$ cat src/rtl/taxi_axis_mux_arb_if.sv
// Control/tap bundle between taxi_axis_mux_arb and the AXI4-Stream mux it steers.
// The timeout_pulse signal exists only when TAXI_AXIS_MUX_ARB_TIMEOUT_EN is defined.
interface taxi_axis_mux_arb_if #(
    parameter int S_COUNT = 4
);
    localparam int SEL_W = (S_COUNT > 1) ? $clog2(S_COUNT) : 1;

    logic               arb_en;
    logic [S_COUNT-1:0] s_tvalid;
    logic [S_COUNT-1:0] s_tready;
    logic [S_COUNT-1:0] s_tlast;
    logic               enable;
    logic [SEL_W-1:0]   select;
    logic               busy;
    logic [SEL_W-1:0]   grant_idx;
`ifdef TAXI_AXIS_MUX_ARB_TIMEOUT_EN
    logic               timeout_pulse;

    modport master (
        input  arb_en, s_tvalid, s_tready, s_tlast,
        output enable, select, busy, grant_idx, timeout_pulse
    );
    modport slave (
        output arb_en, s_tvalid, s_tready, s_tlast,
        input  enable, select, busy, grant_idx, timeout_pulse
    );
`else
    modport master (
        input  arb_en, s_tvalid, s_tready, s_tlast,
        output enable, select, busy, grant_idx
    );
    modport slave (
        output arb_en, s_tvalid, s_tready, s_tlast,
        input  enable, select, busy, grant_idx
    );
`endif
endinterface

$ cat src/rtl/taxi_axis_mux_arb.sv
// Frame-level arbiter steering an AXI4-Stream mux: grant held from selection until the tlast beat.
// Optional ARMED-state abandon timer enabled by defining TAXI_AXIS_MUX_ARB_TIMEOUT_EN.
module taxi_axis_mux_arb #(
    parameter int S_COUNT         = 4,
    parameter int ARB_ROUND_ROBIN = 1,
    parameter int TIMEOUT_CYCLES  = 16
) (
    input  logic                 clk,
    input  logic                 rst,
    taxi_axis_mux_arb_if.master  io_arb
);
    localparam int SEL_W = (S_COUNT > 1) ? $clog2(S_COUNT) : 1;

    typedef enum logic [1:0] {
        ST_IDLE  = 2'd0,
        ST_ARMED = 2'd1,
        ST_BUSY  = 2'd2,
        ST_DONE  = 2'd3
    } state_t;

    state_t             r_state;
    state_t             w_state_nxt;
    logic               r_enable;
    logic [SEL_W-1:0]   r_select;
    logic [SEL_W-1:0]   r_grant_idx;
    logic [SEL_W-1:0]   r_ptr;

    logic [S_COUNT-1:0] w_req;
    logic               w_req_any;
    logic [SEL_W-1:0]   w_win;
    logic [SEL_W-1:0]   w_rr_idx;
    logic               w_sel_hs;
    logic               w_sel_last;
    logic               w_grant;
    logic               w_tmo_hit;

    assign w_req      = io_arb.s_tvalid;
    assign w_req_any  = |w_req;
    // Only the selected port's handshake matters; everything else on the taps is ignored.
    assign w_sel_hs   = io_arb.s_tvalid[r_select] && io_arb.s_tready[r_select];
    assign w_sel_last = w_sel_hs && io_arb.s_tlast[r_select];

    // Scan from the far end so the closest candidate is written last and wins.
    always_comb begin
        w_win    = '0;
        w_rr_idx = '0;
        if (ARB_ROUND_ROBIN != 0) begin
            for (int i = S_COUNT; i >= 1; i--) begin
                w_rr_idx = SEL_W'((int'(r_ptr) + i) % S_COUNT);
                if (w_req[w_rr_idx]) w_win = w_rr_idx;
            end
        end else begin
            for (int i = S_COUNT - 1; i >= 0; i--) begin
                if (w_req[SEL_W'(i)]) w_win = SEL_W'(i);
            end
        end
    end

`ifdef TAXI_AXIS_MUX_ARB_TIMEOUT_EN
    localparam int TW = $clog2(TIMEOUT_CYCLES + 1);

    logic [TW-1:0] r_tmo_cnt;
    logic          r_tmo_pulse;

    assign w_tmo_hit = (r_state == ST_ARMED) && !w_sel_hs &&
                       (r_tmo_cnt == TW'(TIMEOUT_CYCLES - 1));

    always_ff @(posedge clk) begin
        if (rst) begin
            r_tmo_cnt   <= '0;
            r_tmo_pulse <= 1'b0;
        end else begin
            r_tmo_pulse <= w_tmo_hit;
            if (r_state != ST_ARMED) r_tmo_cnt <= '0;
            else if (!w_sel_hs)      r_tmo_cnt <= r_tmo_cnt + TW'(1);
        end
    end

    assign io_arb.timeout_pulse = r_tmo_pulse;
`else
    assign w_tmo_hit = 1'b0;
`endif

    always_comb begin
        w_state_nxt = r_state;
        w_grant     = 1'b0;
        case (r_state)
            ST_IDLE: begin
                if (io_arb.arb_en && w_req_any) begin
                    w_state_nxt = ST_ARMED;
                    w_grant     = 1'b1;
                end
            end
            ST_ARMED: begin
                if (w_sel_hs)       w_state_nxt = io_arb.s_tlast[r_select] ? ST_DONE : ST_BUSY;
                else if (w_tmo_hit) w_state_nxt = ST_DONE;
            end
            ST_BUSY: begin
                if (w_sel_last) w_state_nxt = ST_DONE;
            end
            ST_DONE: w_state_nxt = ST_IDLE;
            default: w_state_nxt = ST_IDLE;
        endcase
    end

    // enable drops on the tlast edge itself so the mux cannot re-latch the same port.
    always_ff @(posedge clk) begin
        if (rst) begin
            r_state     <= ST_IDLE;
            r_enable    <= 1'b0;
            r_select    <= '0;
            r_grant_idx <= '0;
            r_ptr       <= SEL_W'(S_COUNT - 1);
        end else begin
            r_state  <= w_state_nxt;
            r_enable <= (w_state_nxt == ST_ARMED) || (w_state_nxt == ST_BUSY);
            if (w_grant) begin
                r_select    <= w_win;
                r_grant_idx <= w_win;
            end
            if (r_state == ST_DONE) r_ptr <= r_select;
        end
    end

    assign io_arb.enable    = r_enable;
    assign io_arb.select    = r_select;
    assign io_arb.grant_idx = r_grant_idx;
    assign io_arb.busy      = (r_state == ST_ARMED) || (r_state == ST_BUSY);

endmodule
$ cat src/flat_wrapper.sv
// flat-port wrapper written by rule: the top's interface ports become plain ports
module taxi_axis_mux_arb_flat 
#(
    parameter int S_COUNT         = 4,
    parameter int ARB_ROUND_ROBIN = 1,
    parameter int TIMEOUT_CYCLES  = 16
)
  (clk, rst, io_arb_arb_en, io_arb_s_tvalid, io_arb_s_tready, io_arb_s_tlast, io_arb_enable, io_arb_select, io_arb_busy, io_arb_grant_idx);
  taxi_axis_mux_arb_if #(.S_COUNT(S_COUNT)) io_arb_i ();
  input  logic clk;
  input  logic rst;
  input wire logic [$bits(io_arb_i.arb_en)-1:0] io_arb_arb_en;
  input wire logic [$bits(io_arb_i.s_tvalid)-1:0] io_arb_s_tvalid;
  input wire logic [$bits(io_arb_i.s_tready)-1:0] io_arb_s_tready;
  input wire logic [$bits(io_arb_i.s_tlast)-1:0] io_arb_s_tlast;
  output wire logic [$bits(io_arb_i.enable)-1:0] io_arb_enable;
  output wire logic [$bits(io_arb_i.select)-1:0] io_arb_select;
  output wire logic [$bits(io_arb_i.busy)-1:0] io_arb_busy;
  output wire logic [$bits(io_arb_i.grant_idx)-1:0] io_arb_grant_idx;
  assign io_arb_i.arb_en = io_arb_arb_en;
  assign io_arb_i.s_tvalid = io_arb_s_tvalid;
  assign io_arb_i.s_tready = io_arb_s_tready;
  assign io_arb_i.s_tlast = io_arb_s_tlast;
  assign io_arb_enable = io_arb_i.enable;
  assign io_arb_select = io_arb_i.select;
  assign io_arb_busy = io_arb_i.busy;
  assign io_arb_grant_idx = io_arb_i.grant_idx;
  taxi_axis_mux_arb #(.S_COUNT(S_COUNT), .ARB_ROUND_ROBIN(ARB_ROUND_ROBIN), .TIMEOUT_CYCLES(TIMEOUT_CYCLES)) u_core (.clk(clk), .rst(rst), .io_arb(io_arb_i));
endmodule
$ cat config.mk
export PLATFORM = sky130hd
export DESIGN_NAME = taxi_axis_mux_arb_flat
export DESIGN_NICKNAME = d
export VERILOG_FILES = /design/src/rtl/taxi_axis_mux_arb_if.sv /design/src/rtl/taxi_axis_mux_arb.sv /design/src/flat_wrapper.sv
export SDC_FILE = /design/constraint.sdc
export NUM_CORES = 1
export LEC_CHECK = 0
export CAP_MARGIN = 10
export CORE_MARGIN = 1.5
export CORE_UTILIZATION = 41
export CTS_CLUSTER_SIZE = 40
export DETAILED_ROUTE_END_ITERATION = 8
export GPL_TIMING_DRIVEN = 0
export PLACE_DENSITY = 0.76
export SLEW_MARGIN = 25
export SYNTH_ARGS = -nofsm -noshare
export SYNTH_HDL_FRONTEND = slang
export SYNTH_SLANG_ARGS = --single-unit
$ cat constraint.sdc
create_clock -name clk -period 2.19 [get_ports clk]
set_input_delay 0.438 -clock clk [delete_from_list [all_inputs] [get_ports clk]]
set_output_delay 0.438 -clock clk [all_outputs]
set_load 0.02 [all_outputs]
== After elaboration in Yosys (flattened, before gate mapping) ==
Index checks and enable logic that the tools add are counted.

* Magnitude comparators: 5
* Equal/unequal tests: 5
* $add $sub $neg: 4
* Mux-type cells: 25
* Reductions and logical operators: 7

{| class="wikitable"
|+ Operators with widths
! kind !! count
|-
| $lt A2 B3 Y1 const B || 5
|-
| $bmux W1 S2 || 7
|-
| $mux W2 || 7
|-
| $mux W1 || 10
|-
| $pmux W2 S4 || 1
|-
| $eq A2 B2 Y1 const B || 3
|-
| $add A2 B1 Y2 const B || 2
|-
| $add A2 B2 Y2 const B || 2
|-
| $eq A2 B1 Y1 const B || 2
|-
| $reduce_or A4 Y1 || 1
|-
| $logic_and A1 B1 Y1 || 3
|-
| $logic_not A2 Y1 || 1
|-
| $logic_or A1 B1 Y1 || 2
|}

* Register bits: 7
* Bits of input ports: 15
* Output and inout bits: 6

== Logic depth before layout (Yosys ltp) ==
* Depth after elaboration: 8
* Mapped depth: 6
* Mapped depth without buffers: 6

== Worst setup path before layout ==
No wires, ideal clock.

* Path type: register to register
* Start: register u_core.r_select[0], in the netlist u_core.io_arb.select[0]
* End: register u_core.r_enable, in the netlist u_core.io_arb.enable
* Setup time: 0.121 ns
* Period minus slack after synthesis: 1.928 ns
* Data required time: 2.069 ns
* Slack: 0.262 ns
* Arrival: 1.807 ns
* Cell stages (with the launch flop): 5
* Cell sequence: dfxtp_1 -> mux4_2 -> nor4b_2 -> a311oi_2 -> mux2_4

* Word-level cells in the longest chain between the ends: 8
* Elaborated cells on any way between the ends: 15

{| class="wikitable"
|+ Ends and longest elaborated chain
! what !! line !! RTL
|-
| from (decl) || taxi_axis_mux_arb.sv:24 || <nowiki>logic [SEL_W-1:0] r_select;</nowiki>
|-
| from (signal assigned) || taxi_axis_mux_arb.sv:118 || <nowiki>r_select <= w_win;</nowiki>
|-
| $bmux W1 S2 || taxi_axis_mux_arb.sv:40 || <nowiki>assign w_sel_hs = io_arb.s_tvalid[r_select] && io_arb.s_tready[r_select];</nowiki>
|-
| $mux W1 (not written as such) || taxi_axis_mux_arb.sv:40 ||
|-
| $logic_and A1 B1 Y1 || taxi_axis_mux_arb.sv:40 ||
|-
| $logic_and A1 B1 Y1 || taxi_axis_mux_arb.sv:41 || <nowiki>assign w_sel_last = w_sel_hs && io_arb.s_tlast[r_select];</nowiki>
|-
| $mux W2 || taxi_axis_mux_arb.sv:99 || <nowiki>if (w_sel_last) w_state_nxt = ST_DONE;</nowiki>
|-
| $pmux W2 S4 * || taxi_axis_mux_arb.sv:87 || <nowiki>case (r_state)</nowiki>
|-
| $eq A2 B1 Y1 / $eq A2 B2 Y1 (equally long branches) || taxi_axis_mux_arb.sv:116 || <nowiki>r_enable <= (w_state_nxt == ST_ARMED) || (w_state_nxt == ST_BUSY);</nowiki>
|-
| $logic_or A1 B1 Y1 * || taxi_axis_mux_arb.sv:116 ||
|-
| to (signal assigned) || taxi_axis_mux_arb.sv:116 ||
|-
| to (decl) || taxi_axis_mux_arb.sv:23 || <nowiki>logic r_enable;</nowiki>
|}

Every way passes the cells marked *; elsewhere a longest branch is shown, timed or not. The select of a mux whose other input is x is not followed.
A chain may end at the register's enable or synchronous reset.

== Worst setup path in the final report ==
* Start: input port io_arb_s_tvalid[0]
* End: register u_core.r_enable, in the netlist u_core.io_arb.enable

* Word-level cells in the longest chain between the ends: 8
* Elaborated cells on any way between the ends: 13

{| class="wikitable"
|+ Ends and longest elaborated chain
! what !! line !! RTL
|-
| from (decl) || flat_wrapper.sv:13 || <nowiki>input wire logic [$bits(io_arb_i.s_tvalid)-1:0] io_arb_s_tvalid;</nowiki>
|-
| $bmux W1 S2 || taxi_axis_mux_arb.sv:40 ||
|-
| $mux W1 (not written as such) || taxi_axis_mux_arb.sv:40 ||
|-
| $logic_and A1 B1 Y1 || taxi_axis_mux_arb.sv:40 ||
|-
| $logic_and A1 B1 Y1 || taxi_axis_mux_arb.sv:41 ||
|-
| $mux W2 || taxi_axis_mux_arb.sv:99 ||
|-
| $pmux W2 S4 * || taxi_axis_mux_arb.sv:87 ||
|-
| $eq A2 B1 Y1 / $eq A2 B2 Y1 (equally long branches) || taxi_axis_mux_arb.sv:116 ||
|-
| $logic_or A1 B1 Y1 * || taxi_axis_mux_arb.sv:116 ||
|}

Marks and branches as above.

==> flow_summary.ini <==
[timing]
finalHoldViolCount = 0
setup_viol = 1
timing.final.crit_period_ns = 2.200
final.setup.worst_slack_ns = -0.01008
post-route-period-util_pct = 100.5
fin_worst_skew_ns = 0.003607
hold_ws_ns = 0.5435
report.final.slew_viol_count = 0
final.setup.tns_ns = -0.01008
max_freq_ghz = 0.4545
worst_slew_pin_slew_ns = 0.3250
grt_setup_unrepaired = true
timing.max_slew.rel_slack_pct = 78.33

[clocking]
tritoncts_num_sinks = 7
post-cts-setup-buffers = 0
clock_tree_from_tritoncts = yes
clkSlewWorstSetupHoldPaths_ns = 0.05
cts_max_path_buffers = 2
cts-buffers-inserted = 3
worstSkewPairLatency_ns = 0.24
cts.root.buffer_cell = clkbuf_4
cts_max_level = 1
post_cts_resize_count = 0
post_cts_hold_buffer_count = 0

[routing]
post_route_ant_nets = 0
drt_iter0_drc = 7
via_to_cell_ratio = 5.240
drcViolationCount = 0
post_drt_wl_per_cell_microns = 11.88
firstDrtPassIters = 3
via_count = 503
route.final.wire_length_microns = 1140

[yosys]
synthesis.yosys.warnings = 0
synth.avg_cell_area_sq_um = 9.168
dominant_combinational_cell_family_by_area_after_synthesis = compound AO/OA/AOI/OAI gates
synth_compound_gate_area_share_pct = 18.12
syn_nets = 79
postSynthRegisterBits = 7
syn_inst = 58
synthesis.area_sq_um = 531.8
synth_adder_area_share_pct = 14.12
cell_taking_the_most_area_after_synthesis = dfxtp_1
post_synth_xor_area_fraction_pct = 0
synth_top_area_share_pct = 26.35
synth_cell_type_count = 22
synth_simple_gate_area_share_pct = 18.12
yosysSeqAreaShare_pct = 26.35
post_synth_mux_area_share_pct = 16.94
synth.area.top_cells = dfxtp_1, ha_1, mux4_2

[grt]
grt_pass1_vias = 478
grt_pass1_wl_microns = 1856
globalRouteOverflowTotal = 0
grt_start_max_net_pins = 7
grt_util_all_layers_pct = 18.26
initial_antenna_violation_count = 0

[final_layout]
antenna_diode_count = 0
areaGrowthSynthToFinish_pct = 46.12
finalNetCount = 104
drive_gt1_share_pct = 14.63

[setup_path]
worst-endpoint-arrival_ns = 2.33
crit_path_end_kind = flip-flop
worst-path-max-fanout = 5
crit_path_start_kind = primary input
critical_path_required_ns = 2.32
setup.worst_path.class = in -> reg

[die]
floorplan.initialDensity_pct = 46.00
site_rows = 12
ioPinCount = 21
core_sq_um = 1156
die-height_microns = 39.02
die-area_sq_um = 1522
die_x_extent_microns = 39.02

[pwr]
power.static_leakage_uw = 0.0003129
power_per_cell_area_nw_per_um2 = 531.9
peakVddDrop_uv = 458.3

[placed_design]
gp_congestion = 0.7059
port-buffer-count = 20
detailed_place_hpwl_microns = 934

[flow_run]
drv_cap = 0

[run_status]
failing_checks = negative setup slack
result_of_the_run = complete, but fails checks

[hold_path]
hp-class = reg -> reg
[routing by layer]
layer / share of wire, % / global-route usage [%] / routed length (microns) / up-vias
met5: 0 / 0 / 0 / -
met4: 0 / 10.34 / 0 / 0
met3: 8.6 / 4.624 / 98 / 0
met2: 48 / 30.00 / 549 / 16
met1: 43 / 21.11 / 491 / 228
li1: - / - / - / 259
[report_power, final]
part	internal, uW	switching [uW]
registers	138	12.4
clock network	69.1	40.8
logic	85.6	66.9
[final cells by class]
| type | count | area [sq um] |
|---|---|---|
| multi-input combinational | 44 | 357.8 |
| sequential | 7 | 141.4 |
| buffer | 2 | 15.01 |
| fill | 114 | 379.1 |
| tap | 14 | 17.52 |
| clock buffer | 4 | 26.28 |
| timing repair buffer | 20 | 200.2 |
| inverter | 5 | 18.77 |
[per-stage QoR]
step           utilization, %  setup slack [ns]  power [uW]  std cells  cell area (sq um)
6_report                67.21          -0.01008       413.3         96              777.0
5_1_grt                 67.21          -0.04304       444.1         96              777.0
4_1_cts                 67.10           0.01311       421.2         96              775.7
3_5_place_dp            64.83           -0.2394       306.5         92              749.5
3_3_place_gp            64.83           -0.2376       304.3         92              749.5
2_1_floorplan               -            0.2618       241.1         58              531.8
[sequential cells by signal, indices dropped and copies added (netlist names)]
| signal | cells |
|---|---|
| u_core.io_arb.select | 2 |
| u_core.r_state | 2 |
| u_core.io_arb.enable | 1 |
| u_core.r_ptr | 2 |
[cells in the final DEF, fill, tap and decap left out, types with 2 or more instances in the layout]
master,Yosys,layout
inv_1,5,5
mux4_2,2,2
a21oi_1,3,3
ha_1,6,6
o22ai_1,2,2
mux2i_1,3,3
dfxtp_1,7,6
nand2_1,7,7
buf_4,2,2
nor2_1,7,7
nor3_1,3,3
clkdlybuf4s50_1,0,20
clkbuf_4,0,3
[worst max-delay path, stage by stage]
cell	delay, ns
clkdlybuf4s50_1	0.58
nand2_1	0.07
mux4_2	0.52
a311oi_2	0.39
mux2_4	0.33
[cell families after synthesis]
group	Yosys count
flip-flops	7
adder cells (fa/ha/maj)	6
AO/OA/AOI/OAI	12
AND/OR/NAND/NOR	20
buffers and inverters	7
multiplexers	6
[cells in the mapped netlist (all sizes together)]
cell type / count
nor3: 3
a311oi: 1
mux4: 2
a21oi: 3
ha: 6
and2: 1
dfxtp: 7
inv: 5
nand2: 7
nor4b: 1
a211oi: 1
o21ai: 1
o2111a: 1
o22ai: 2
mux2i: 3
mux2: 1
nor2: 7
o41a: 1
buf: 2
o221a: 1
or2b: 1
o21a: 1
[path summary, 6_finish.rpt]
path         cells past startpoint                                 start  slack [ns]                               to
max                              5                    io_arb_s_tvalid[0]       -0.01  u_core.io_arb.enable$_SDFF_PP0_
min                              2          u_core.r_ptr[0]$_SDFFE_PP1N_        0.54     u_core.r_ptr[0]$_SDFFE_PP1N_
max reg2reg                      4  u_core.io_arb.select[0]$_SDFFE_PP0P_        0.25  u_core.io_arb.enable$_SDFF_PP0_
min reg2reg                      2          u_core.r_ptr[0]$_SDFFE_PP1N_        0.54     u_core.r_ptr[0]$_SDFFE_PP1N_
No activity file was read; power rests on OpenSTA's default activity.
